`src/rtl/seg_scan_capture.sv`:
```
// seg_scan_capture: decodes the multiplexed 7-segment scan back into four digits and frames them.
// Optional scan-loss watchdog built when SEGCAP_TIMEOUT_EN is defined.
module seg_scan_capture #(
  parameter int STABLE_CYCLES  = 16,
  parameter int TIMEOUT_CYCLES = 1048576
) (
  input  logic       clk,
  input  logic       btn_reset,
  input  logic [6:0] seg,
  input  logic [3:0] an,
  output logic [4:0] min_l,
  output logic [4:0] min_r,
  output logic [4:0] sec_l,
  output logic [4:0] sec_r,
  output logic       frame_valid,
  output logic       pattern_err,
  output logic       scan_lost
);
  typedef enum logic [1:0] {SETTLE, CAPTURE, HOLD} state_t;
  localparam logic [7:0] CAP_AT = 8'(STABLE_CYCLES - 1);
  localparam logic [7:0] SAT    = 8'(STABLE_CYCLES);
  if (STABLE_CYCLES < 2 || STABLE_CYCLES > 255 || TIMEOUT_CYCLES < 1) begin : g_bad_param
    $error("seg_scan_capture: parameter out of range");
  end
  state_t      state, state_nx;
  logic [10:0] samp;
  logic [7:0]  cnt;
  logic [3:0]  mask, mask_nx, sel;
  logic [4:0]  val;
  logic        changed, do_cap, dig_cap, one_sel, multi, bad, timeout_hit;
  function automatic logic [4:0] dec(input logic [6:0] s);
    case (s)
      7'b1000000: dec = 5'd0;
      7'b1111001: dec = 5'd1;
      7'b0100100: dec = 5'd2;
      7'b0110000: dec = 5'd3;
      7'b0011001: dec = 5'd4;
      7'b0010010: dec = 5'd5;
      7'b0000010: dec = 5'd6;
      7'b1111000: dec = 5'd7;
      7'b0000000: dec = 5'd8;
      7'b0010000: dec = 5'd9;
      7'b1111111: dec = 5'd31;
      default:    dec = 5'd30;
    endcase
  endfunction
  // The incoming pins are compared against the held sample so that a dwell first
  // registered at edge N is captured exactly STABLE_CYCLES edges later.
  assign changed = {an, seg} != samp;
  assign sel     = ~samp[10:7];
  assign one_sel = $onehot(sel);
  assign multi   = !one_sel && sel != 4'h0;
  assign val     = dec(samp[6:0]);
  assign bad     = val == 5'd30;
  assign do_cap  = state == SETTLE && !changed && cnt == CAP_AT;
  assign dig_cap = do_cap && one_sel;
  assign mask_nx = mask | sel;
  always_comb begin
    state_nx = state;
    state_nx = changed ? SETTLE :
               do_cap ? CAPTURE :
               state == CAPTURE ? HOLD : state;
  end
  always_ff @(posedge clk or posedge btn_reset) begin
    if (btn_reset) begin
      state <= SETTLE;
      samp  <= '1;
      cnt   <= '0;
    end else begin
      state <= state_nx;
      samp  <= {an, seg};
      cnt   <= changed ? 8'd0 : (cnt == SAT ? cnt : cnt + 8'd1);
    end
  end
  always_ff @(posedge clk or posedge btn_reset) begin
    if (btn_reset) begin
      min_l       <= 5'd31;
      min_r       <= 5'd31;
      sec_l       <= 5'd31;
      sec_r       <= 5'd31;
      mask        <= '0;
      frame_valid <= 1'b0;
      pattern_err <= 1'b0;
    end else begin
      frame_valid <= dig_cap && &mask_nx;
      pattern_err <= do_cap && (multi || (one_sel && bad));
      if (dig_cap) begin
        if (sel[3]) min_l <= val;
        if (sel[2]) min_r <= val;
        if (sel[1]) sec_l <= val;
        if (sel[0]) sec_r <= val;
        mask <= &mask_nx ? 4'h0 : mask_nx;
      end else if (timeout_hit) begin
        mask <= '0;
      end
    end
  end
`ifdef SEGCAP_TIMEOUT_EN
  localparam int TW = $clog2(TIMEOUT_CYCLES + 1);
  localparam logic [TW-1:0] TMAX = TW'(TIMEOUT_CYCLES);
  logic [TW-1:0] tcnt;
  assign timeout_hit = !dig_cap && tcnt == TW'(TIMEOUT_CYCLES - 1);
  always_ff @(posedge clk or posedge btn_reset) begin
    if (btn_reset) begin
      tcnt      <= '0;
      scan_lost <= 1'b0;
    end else if (dig_cap) begin
      tcnt      <= '0;
      scan_lost <= 1'b0;
    end else begin
      if (tcnt != TMAX) tcnt <= tcnt + 1'b1;
      if (timeout_hit) scan_lost <= 1'b1;
    end
  end
`else
  assign timeout_hit = 1'b0;
  assign scan_lost   = 1'b0;
`endif
endmodule

```
`config.mk`:
```
export PLATFORM = sky130hd
export DESIGN_NAME = seg_scan_capture
export DESIGN_NICKNAME = d
export VERILOG_FILES = /design/src/rtl/seg_scan_capture.sv
export SDC_FILE = /design/constraint.sdc
export NUM_CORES = 1
export LEC_CHECK = 0
export CAP_MARGIN = 30
export CORE_UTILIZATION = 55
export DETAILED_ROUTE_END_ITERATION = 12
export HOLD_SLACK_MARGIN = 0.03
export PLACE_DENSITY = 0.86
export SETUP_SLACK_MARGIN = 0.5
export SLEW_MARGIN = 5
export SYNTH_ARGS = -nofsm -noshare
export SYNTH_HDL_FRONTEND = slang
export SYNTH_SLANG_ARGS = --single-unit
```
`constraint.sdc`:
```
create_clock -name clk -period 5 [get_ports clk]
set_input_delay 0.75 -clock clk [delete_from_list [all_inputs] [get_ports clk]]
set_output_delay 0.75 -clock clk [all_outputs]
set_load 0.1 [all_outputs]
```
After elaboration in Yosys (flattened, before gate mapping)
Cells that the tools add are included.

word-level totals
  logic and storage cells = 59
  bits of input ports = 13
  flip-flop bits (word level) = 47
  output and inout port bits = 23

operators by class
  add/sub/neg operators = 4
  reductions and logical operators = 19
  bitwise operators = 2
  eq/ne operators = 17
  mux-type cells = 7

operators by type and width
  kind                                            count
  case mux 5 bit (11 select lines)                1
  == test 7 bit (second input constant)           4
  == test 7 x 5 -> 1 bit (second input constant)  3
  2-to-1 mux 8 bit                                2
  == test 7 x 6 -> 1 bit (second input constant)  2
  != test 11 bit                                  1
  adder 8 x 1 -> 8 bit (second input constant)    1
  == test 8 x 4 -> 1 bit (second input constant)  1
  == test 8 x 5 -> 1 bit (second input constant)  1
  AND reduction 2 bit                             4
  == test 7 x 2 -> 1 bit (second input constant)  1
  logical AND 1 bit                               7
  zero test 7 bit                                 1
  2-to-1 mux 2 bit                                3
  == test 5 bit (second input constant)           1
  adder 1 x 1 -> 2 bit                            2
  2-to-1 mux 4 bit                                1
  NOT 4 bit                                       1
  OR 4 bit                                        1
  AND reduction 4 bit                             1
  nonzero test 4 bit                              1
  adder 2 x 2 -> 3 bit                            1
  == test 3 x 1 -> 1 bit (second input constant)  1
  nonzero test 3 bit                              1
  5 further kinds                                 6

Depth between registers and ports, before layout
Gate-level depths: netlist of the first run.

  depth in word-level cells = 8
  mapped depth = 10
  gate-level depth less buffers = 9

Worst setup path after synthesis of the first run
OpenSTA, ideal clock, no wires.

  path kind = register -> register
  start point = register samp[8]
  end point = register sec_r[2]
  buffers on the path = 1
  stages on the path, launching flop included = 11
  period minus slack after synthesis = 2.813 ns
  required time = 4.918 ns
  path slack = 2.187 ns
  data arrival time = 2.731 ns
  library setup time = 0.082 ns
  path through = dfstp_2 fa_1 inv_1 ha_1 ha_1 nor3b_2 and4_1 nand4b_1 buf_6 nor2_8 mux2_4

on the way
  cells in the longest elaborated chain, start to end = 6
  elaborated cells between the ends (all ways) = 10
  those cells by class = add/sub: 2; eq/ne: 2; bitwise: 1; reduce/logical: 5

RTL lines
  what                                                                             line    source
  from (decl)                                                                      26      logic [10:0] samp;
  from (signal assigned)                                                           71      samp <= {an, seg};
  NOT 4 bit or != test 11 bit (tied branches)                                      50, 49
  adder 1 x 1 -> 2 bit (implied by the code) or zero test 1 bit (tied branches)    51, 55
  adder 2 x 2 -> 3 bit (implied by the code) or logical AND 1 bit (tied branches)  51, 55
  == test 3 x 1 -> 1 bit or logical AND 1 bit (tied branches)                      51, 55
  logical AND 1 bit (*)                                                            56      assign dig_cap = do_cap && one_sel;
  AND reduction 2 bit (no line) (*)                                                --
  to (signal assigned)                                                             91      if (sel[0]) sec_r <= val;
  to (decl)                                                                        14      output logic [4:0] sec_r,

Mark *: on every way between the ends. The rest lies on a longest branch, timed or not.
A chain may end at the register's enable or synchronous reset.

Final worst setup path of the first run
  start point = register samp[10]
  end point = register sec_l[3]

on the way
  cells in the longest elaborated chain, start to end = 6
  elaborated cells between the ends (all ways) = 10
  those cells by class = add/sub: 2; eq/ne: 2; bitwise: 1; reduce/logical: 5

RTL lines
  what                                                                             line    source
  NOT 4 bit or != test 11 bit (tied branches)                                      50, 49
  adder 1 x 1 -> 2 bit (implied by the code) or zero test 1 bit (tied branches)    51, 55
  adder 2 x 2 -> 3 bit (implied by the code) or logical AND 1 bit (tied branches)  51, 55
  == test 3 x 1 -> 1 bit or logical AND 1 bit (tied branches)                      51, 55
  logical AND 1 bit (*)                                                            56
  AND reduction 2 bit (no line) (*)                                                --
  to (signal assigned)                                                             90      if (sel[1]) sec_l <= val;
  to (decl)                                                                        13      output logic [4:0] sec_l,

Marks and branches as above.

==> results of run 1 <==
final timing paths:
check                      startpoint  depth (start not counted)  slack (ns)           to
min reg2reg                   mask[0]                          1        0.50      mask[0]
min                           mask[0]                          1        0.50      mask[0]
max                          samp[10]                          9        1.79     sec_l[3]
max in group asynchronous   btn_reset                          3        3.72     min_r[1]
min in group asynchronous   btn_reset                          3        0.88  frame_valid
max reg2reg                  samp[10]                          9        1.79     sec_l[3]
layer usage:
| metal | global-route usage [%] | vias to the layer above |
|---|---|---|
| li1 | - | 802 |
| met1 | 30.0 | 816 |
| met2 | 36.9 | 44 |
| met3 | 4.80 | 9 |
| met4 | 9.52 | 0 |
| met5 | 0 | - |
metrics by stage:
stage               utilization [%]  std cells  area, um^2  hold WS, ns  power (W)
floorplan                         -        211        2490        0.464   0.000452
global placement               64.7        286        2820        0.475   0.000468
detailed placement             64.7        286        2820        0.481   0.000471
CTS                            66.5        294        2900        0.506   0.000691
global route                   66.5        294        2900        0.526   0.000717
finish                         66.5        294        2900        0.503   0.000688
power by group:
part | switching (W) | internal, W
combinational | 0.0000332 | 0.0000259
clock | 0.000125 | 0.0000984
sequential | 0.0000158 | 0.000390
total | 0.000174 | 0.000514
worst register-to-register path, stage by stage, from the launching register on:
cell,delay (ns)
dfstp_2,0.68
fa_1,0.45
inv_1,0.08
ha_1,0.14
ha_1,0.23
nor3b_2,0.32
and4_1,0.27
and4b_1,0.50
o211ai_2,0.22
o22a_1,0.25
flip-flops by register name, summed over array words and instances, names as in the netlist:
name,flops
min_l,5
state,2
pattern_err,1
samp,11
min_r,5
mask,4
sec_r,5
frame_valid,1
cnt,8
sec_l,5
layout make-up:
| class | instances | area, um^2 | share of cell area, % |
|---|---|---|---|
| inverters | 10 | 37.5 | 1.30 |
| flip-flops and latches | 47 | 1210 | 41.9 |
| well taps | 52 | 65.1 | 2.25 |
| clock inverters | 1 | 5.00 | 0.173 |
| multi-input cells | 141 | 1140 | 39.4 |
| repair buffers | 36 | 355 | 12.3 |
| clock buffers | 7 | 76.3 | 2.63 |
cell families (layout without fill, tap and decap cells):
family / after synthesis / after routing
simple gates: 67 / 67
flops: 47 / 47
compound gates: 43 / 43
buf+inv: 23 / 54
xor+xnor: 19 / 19
fa+ha+maj: 6 / 6
mux: 5 / 5
other cells: 1 / 1
cells in the final DEF (no fill, tap or decap), drive strengths merged, types with 7 or more instances in the layout:
cell type and n:
xor2 11, xnor2 8, clkbuf 7, o22a 8
nand2 7, nand3 7, clkdlybuf4s50 34, dfstp 31
nor2 21, nor3 9, dfrtp 16, a21oi 17
inv 9
==> flow_summary_export.csv, run 1 <==
group,metric,value,unit
outcome,status,"completed",
cells_and_area,fill_cells,322,
clock_tree,htreeDepth,2,
placement,place.port_buffers,34,
critical_path,cpMostUsedCell,"ha_1",
critical_path,crit_arrival,3.44,ns
timing,final.setup.tns,0,ns
global_route,overflow,0,
synthesis,yosysMostFrequentCell,"dfstp_2",
clock_tree,cts.clk_slew.worst_paths,0.09,ns
synthesis,synth_top_area_share,32.7,%
critical_path,crit_buf_inv,1,
cells_and_area,nets,260,
synthesis,synthArstFlopShare,100,%
clock_tree,postCtsSetupBuffers,0,
timing,hold_viol_final,0,
detailed_routing,wl_met3,159,um
floorplan,die_area,0.00480,mm^2
detailed_routing,routed_wl,4.95,mm
clock_tree,cts_buffers,5,
synthesis,yosys.area.top_type,"dfstp_2",
synthesis,yosysWarnings,0,
flow_run,maxCapViolations,0,
clock_tree,clock_sinks,47,
floorplan,die_y,69.3,um
cells_and_area,drive_above_1_share,25.2,%
synthesis,synth_edf_count,0,
critical_path,critPathMaxStageDelay,0.68,ns
synthesis,syn_area,0.00249,mm^2
synthesis,synth_fa_ha_area_share,3.31,%
synthesis,synth.area.mux_share,2.86,%
timing,slew_headroom,33.2,%
clock_tree,clk_latency,0.30,ns
detailed_routing,detail-route-antenna-nets,0,
detailed_routing,drt-met1-wl,2.23,mm
power_and_ir_drop,vdd_drop_max,0.183,mV
floorplan,core,0.00435,mm^2
cells_and_area,antennaDiodeCount,0,
critical_path,startpoint_type,"flop",
placement,place_ws,1.84,ns
clock_tree,ctsHoldBuffers,0,
synthesis,synth-seq-cells,47,
floorplan,die_x,69.3,um
detailed_routing,top_layer_used,"met4",
clock_tree,cts_tree,"built",
detailed_routing,vias,1671,
timing,fin_crit_sh,64.1,%
critical_path,critPathTopFamily,"simple AND/OR/NAND/NOR gates",
synthesis,synth_nets,230,
synthesis,synth_compound_area_share,13.0,%
global_route,antenna_found_initial,0,
detailed_routing,wl_per_cell,16.9,um
min_path,hp-class,"reg2reg",
placement,gp_congestion,0.827,
timing,setup_viol,0,
clock_tree,cts.repair.resized,0,
critical_path,slowest_stage,"dfstp_2",
synthesis,seq_area_frac_synth,48.7,%
synthesis,synth_top_family_by_area,"simple AND/OR/NAND/NOR gates",
detailed_routing,drt_iter0_markers,130,
clock_tree,cts-root-buf,"clkbuf_8",
global_route,grt_pass1_vias,1717,
timing,worstMarginPinSlew,1.00,ns
timing,clock.fmax,312,MHz
global_route,grt_max_degree,48,
timing,drv_slew,0,
timing,finalWorstSetupSlack,1.79,ns
cells_and_area,syn2layout_area_growth,16.2,%
critical_path,setup.worst_path.end_class,"flop",
floorplan,ios,36,
floorplan,rows,24,
floorplan,initial_core_util,57.2,%
placement,hpwl,3.55,mm
synthesis,synth.distinct_cells,54,
clock_tree,clk_path_buf_depth,2,
detailed_routing,wl_met2,2.45,mm
power_and_ir_drop,power_leakage,1.17,nW
synthesis,synth.top_cells.by_count,"dfstp_2, a21oi_1, nor2_1",
power_and_ir_drop,power_density,238,mW/mm^2
synthesis,avgSynthCellArea,11.8,um^2
critical_path,worstPathRequired,5.23,ns
timing,period_minus_slack,3.21,ns
synthesis,ys.flop_type,"dfstp_2",
detailed_routing,drc,0,
critical_path,path_class,"reg2reg",
critical_path,cp_cell_sequence,"fa_1 -> inv_1 -> ha_1 -> ha_1 -> nor3b_2 -> and4_1 -> and4b_1 -> o211ai_2 -> o22a_1",
detailed_routing,firstDrtPassIters,4,
timing,finClkSkew,0.00783,ns
timing,rsz0062_at_grt,"no",
detailed_routing,routed_via_density,5.68,
global_route,grt_first_pass_wirelength,8.48,mm
global_route,grt_usage,22.9,%
synthesis,synthTopCellsByArea,"dfstp_2, dfrtp_1, xor2_1",
synthesis,yosys.area_share.simple,19.5,%
synthesis,synthCells,211,
synthesis,synth_xor_area_share,6.98,%
critical_path,crit_fanout,9,
Note: power is estimated with default switching activity, not from simulation.
==> run 2, diff against run 1 <==
- CORE_UTILIZATION: 55 -> 49
- PLACE_DENSITY: 0.86 -> 0.81
- clock period: 5 -> 2.7 ns (I/O delays scaled with it)
==> run 2 against run 1 <==
  * The run now ends with negative setup slack left
  * Fmax rose by 17%
  * Die area up 12%
  * Routed wire length grew 0.48%
  * First-iteration DRC count grew 38%
  * Critical path depth grew 1
  * Final cell count up 11%
  * Via count is 5.6% higher
  * Worst hold slack got worse by 0.074 ns
  * Core utilization decreased by 2.4 points
  * Critical endpoint is now sec_l[2]
==> flow_summary_export.csv, run 2 (synthesized netlist as in run 1, its figures left out) <==
group,metric,value,unit
cells_and_area,top_register,"samp",
global_route,antenna_found_initial,0,
global_route,grt_max_degree,27,
global_route,overflow,0,
min_path,hp-class,"in2async",
cells_and_area,largest_register_ffs,11,
placement,gp_congestion,0.797,
critical_path,setup.worst_path.end_class,"flop",
clock_tree,htreeDepth,2,
critical_path,path_class,"reg2reg",
cells_and_area,reg_top3,"samp x11, cnt x8",
critical_path,cp_cell_sequence,"fa_1 -> inv_1 -> ha_2 -> ha_4 -> nor3b_4 -> and4_1 -> nand4b_1 -> buf_12 -> nor2_8 -> mux2_4",
detailed_routing,firstDrtPassIters,4,
outcome,status,"finished, violations left",
power_and_ir_drop,sw_frac_of_total,26.0,%
timing,worstMarginPinSlew,0.679,ns
detailed_routing,drt_iter0_markers,180,
critical_path,slowest_stage,"dfstp_2",
timing,finClkSkew,0.00655,ns
clock_tree,clk_path_buf_depth,2,
power_and_ir_drop,pwr-share-comb,11.9,%
global_route,grt_usage,21.2,%
timing,fin_crit_sh,102,%
detailed_routing,vias,1765,
power_and_ir_drop,power_density,441,mW/mm^2
floorplan,rows,25,
critical_path,r2r_start,"samp[10]",
detailed_routing,drc,0,
global_route,grt_pass1_vias,1761,
critical_path,startpoint_type,"flop",
cells_and_area,finish.utilization,64.1,%
floorplan,initial_core_util,51.7,%
cells_and_area,nets,276,
detailed_routing,wl_per_cell,15.3,um
power_and_ir_drop,pwr-share-seq,54.3,%
clock_tree,cts.clk_slew.worst_paths,0.09,ns
global_route,grt_first_pass_wirelength,8.49,mm
critical_path,critPathMaxStageDelay,0.55,ns
timing,hold_viol_final,0,
clock_tree,cts_buffers,5,
detailed_routing,routed_via_density,5.43,
detailed_routing,routed_wl,4.98,mm
critical_path,worstPathRequired,2.95,ns
power_and_ir_drop,clkPwrFrac,33.8,%
floorplan,core,0.00482,mm^2
placement,place.port_buffers,34,
cells_and_area,syn2layout_area_growth,23.9,%
floorplan,die_area,0.00538,mm^2
cells_and_area,fin_cells,325,
detailed_routing,detail-route-antenna-nets,0,
clock_tree,cts-root-buf,"clkbuf_8",
timing,finalWorstSetupSlack,-0.0425,ns
clock_tree,cts_tree,"built",
clock_tree,clock_sinks,47,
critical_path,crit_fanout,10,
timing,slew_headroom,54.6,%
timing,rsz0062_at_grt,"yes",
cells_and_area,drive_above_1_share,43.0,%
critical_path,crit_start,"samp[10]",
power_and_ir_drop,power_leakage,1.31,nW
power_and_ir_drop,internal-power,0.00101,W
placement,hpwl,3.63,mm
power_and_ir_drop,vdd_drop_max,0.285,mV
cells_and_area,mostFrequentLayoutCell,"buf_4",
outcome,violations,"negative setup slack",
floorplan,die_x,73.3,um
timing,clock.fmax,365,MHz
floorplan,ios,36,
timing,setup_viol,5,
cells_and_area,layout_common_cells,"buf_4, dfstp_2, nor2_1, dfrtp_1",
timing,period_minus_slack,2.74,ns
critical_path,crit_arrival,2.99,ns
cells_and_area,fill_cells,408,
cells_and_area,antennaDiodeCount,0,
floorplan,die_y,73.3,um
placement,placedCellCount,314,
timing,drv_slew,0,
flow_run,maxCapViolations,0,
clock_tree,clk_latency,0.31,ns
power_and_ir_drop,p_switching,0.000355,W
[run 2: metal layers]
layer  share of wire [%]  GRT usage (%)  wire, um  vias up
li1                    -              -         -      827
met3                 4.9           4.94       244        7
met1                  43           27.6      2150      881
met4                0.94           5.13        47        0
met2                  51           35.9      2540       50
met5                   0              0         0        -
[run 2: worst paths after layout]
check                           slack [ns]  depth (start not counted)        to
worst max-delay path                 -0.04                         10  sec_l[2]
worst min-delay path                  0.43                          3    cnt[3]
worst max register to register       -0.04                         10  sec_l[2]
worst min register to register        0.50                          1   mask[0]
max in group asynchronous             1.95                          3  min_l[4]
min in group clk                      0.50                          1   mask[0]
[run 2: layout make-up]
class	count	area [um^2]	share of cell area [%]
multi-input combinational	141	1190	38.7
timing repair buffer	52	459	14.9
sequential	47	1210	39.3
inverter	10	37.5	1.22
clock inverter	2	16.3	0.527
clock buffer	6	82.6	2.67
tap	67	83.8	2.71
[run 2: stage by stage]
stage | cell area, um^2 | setup slack [ns] | hold WS, ns | total power [W] | setup TNS [ns]
6_report | 3090 | -0.0425 | 0.429 | 0.00136 | -0.141
3_5_place_dp | 2930 | -0.0224 | 0.480 | 0.000894 | -0.0251
4_1_cts | 3060 | -0.0208 | 0.437 | 0.00137 | -0.0209
3_3_place_gp | 2930 | 0.0677 | 0.477 | 0.000888 | 0
2_1_floorplan | 2540 | -0.0854 | 0.409 | 0.000846 | -0.274
5_1_grt | 3090 | -0.156 | 0.453 | 0.00142 | -2.18
[run 2: repair_timing]
item                       in CTS  in global routing
buffers inserted                2                  1
setup endpoints to repair      26                 26
gates resized for setup         5                  5
hold buffers                    0                  0
pin swaps                       1                  0
[run 2: critical path: cells and delay by family, from the launching register on]
kind / cells / cell delay, ns
buffers and inverters: 2 / 0.31
adders and majority gates: 3 / 0.80
DFF: 1 / 0.55
and+or+nand+nor: 4 / 0.74
muxes: 1 / 0.29
[run 2: power by group through the flow]
stage,logic [W],clock network [W],registers (W)
final,0.000163,0.000461,0.000740
after global routing,0.000176,0.000504,0.000742
after CTS,0.000153,0.000472,0.000739
after detailed placement,0.000143,0,0.000751
after global placement,0.000138,0,0.000751
after floorplan,0.000107,0,0.000740
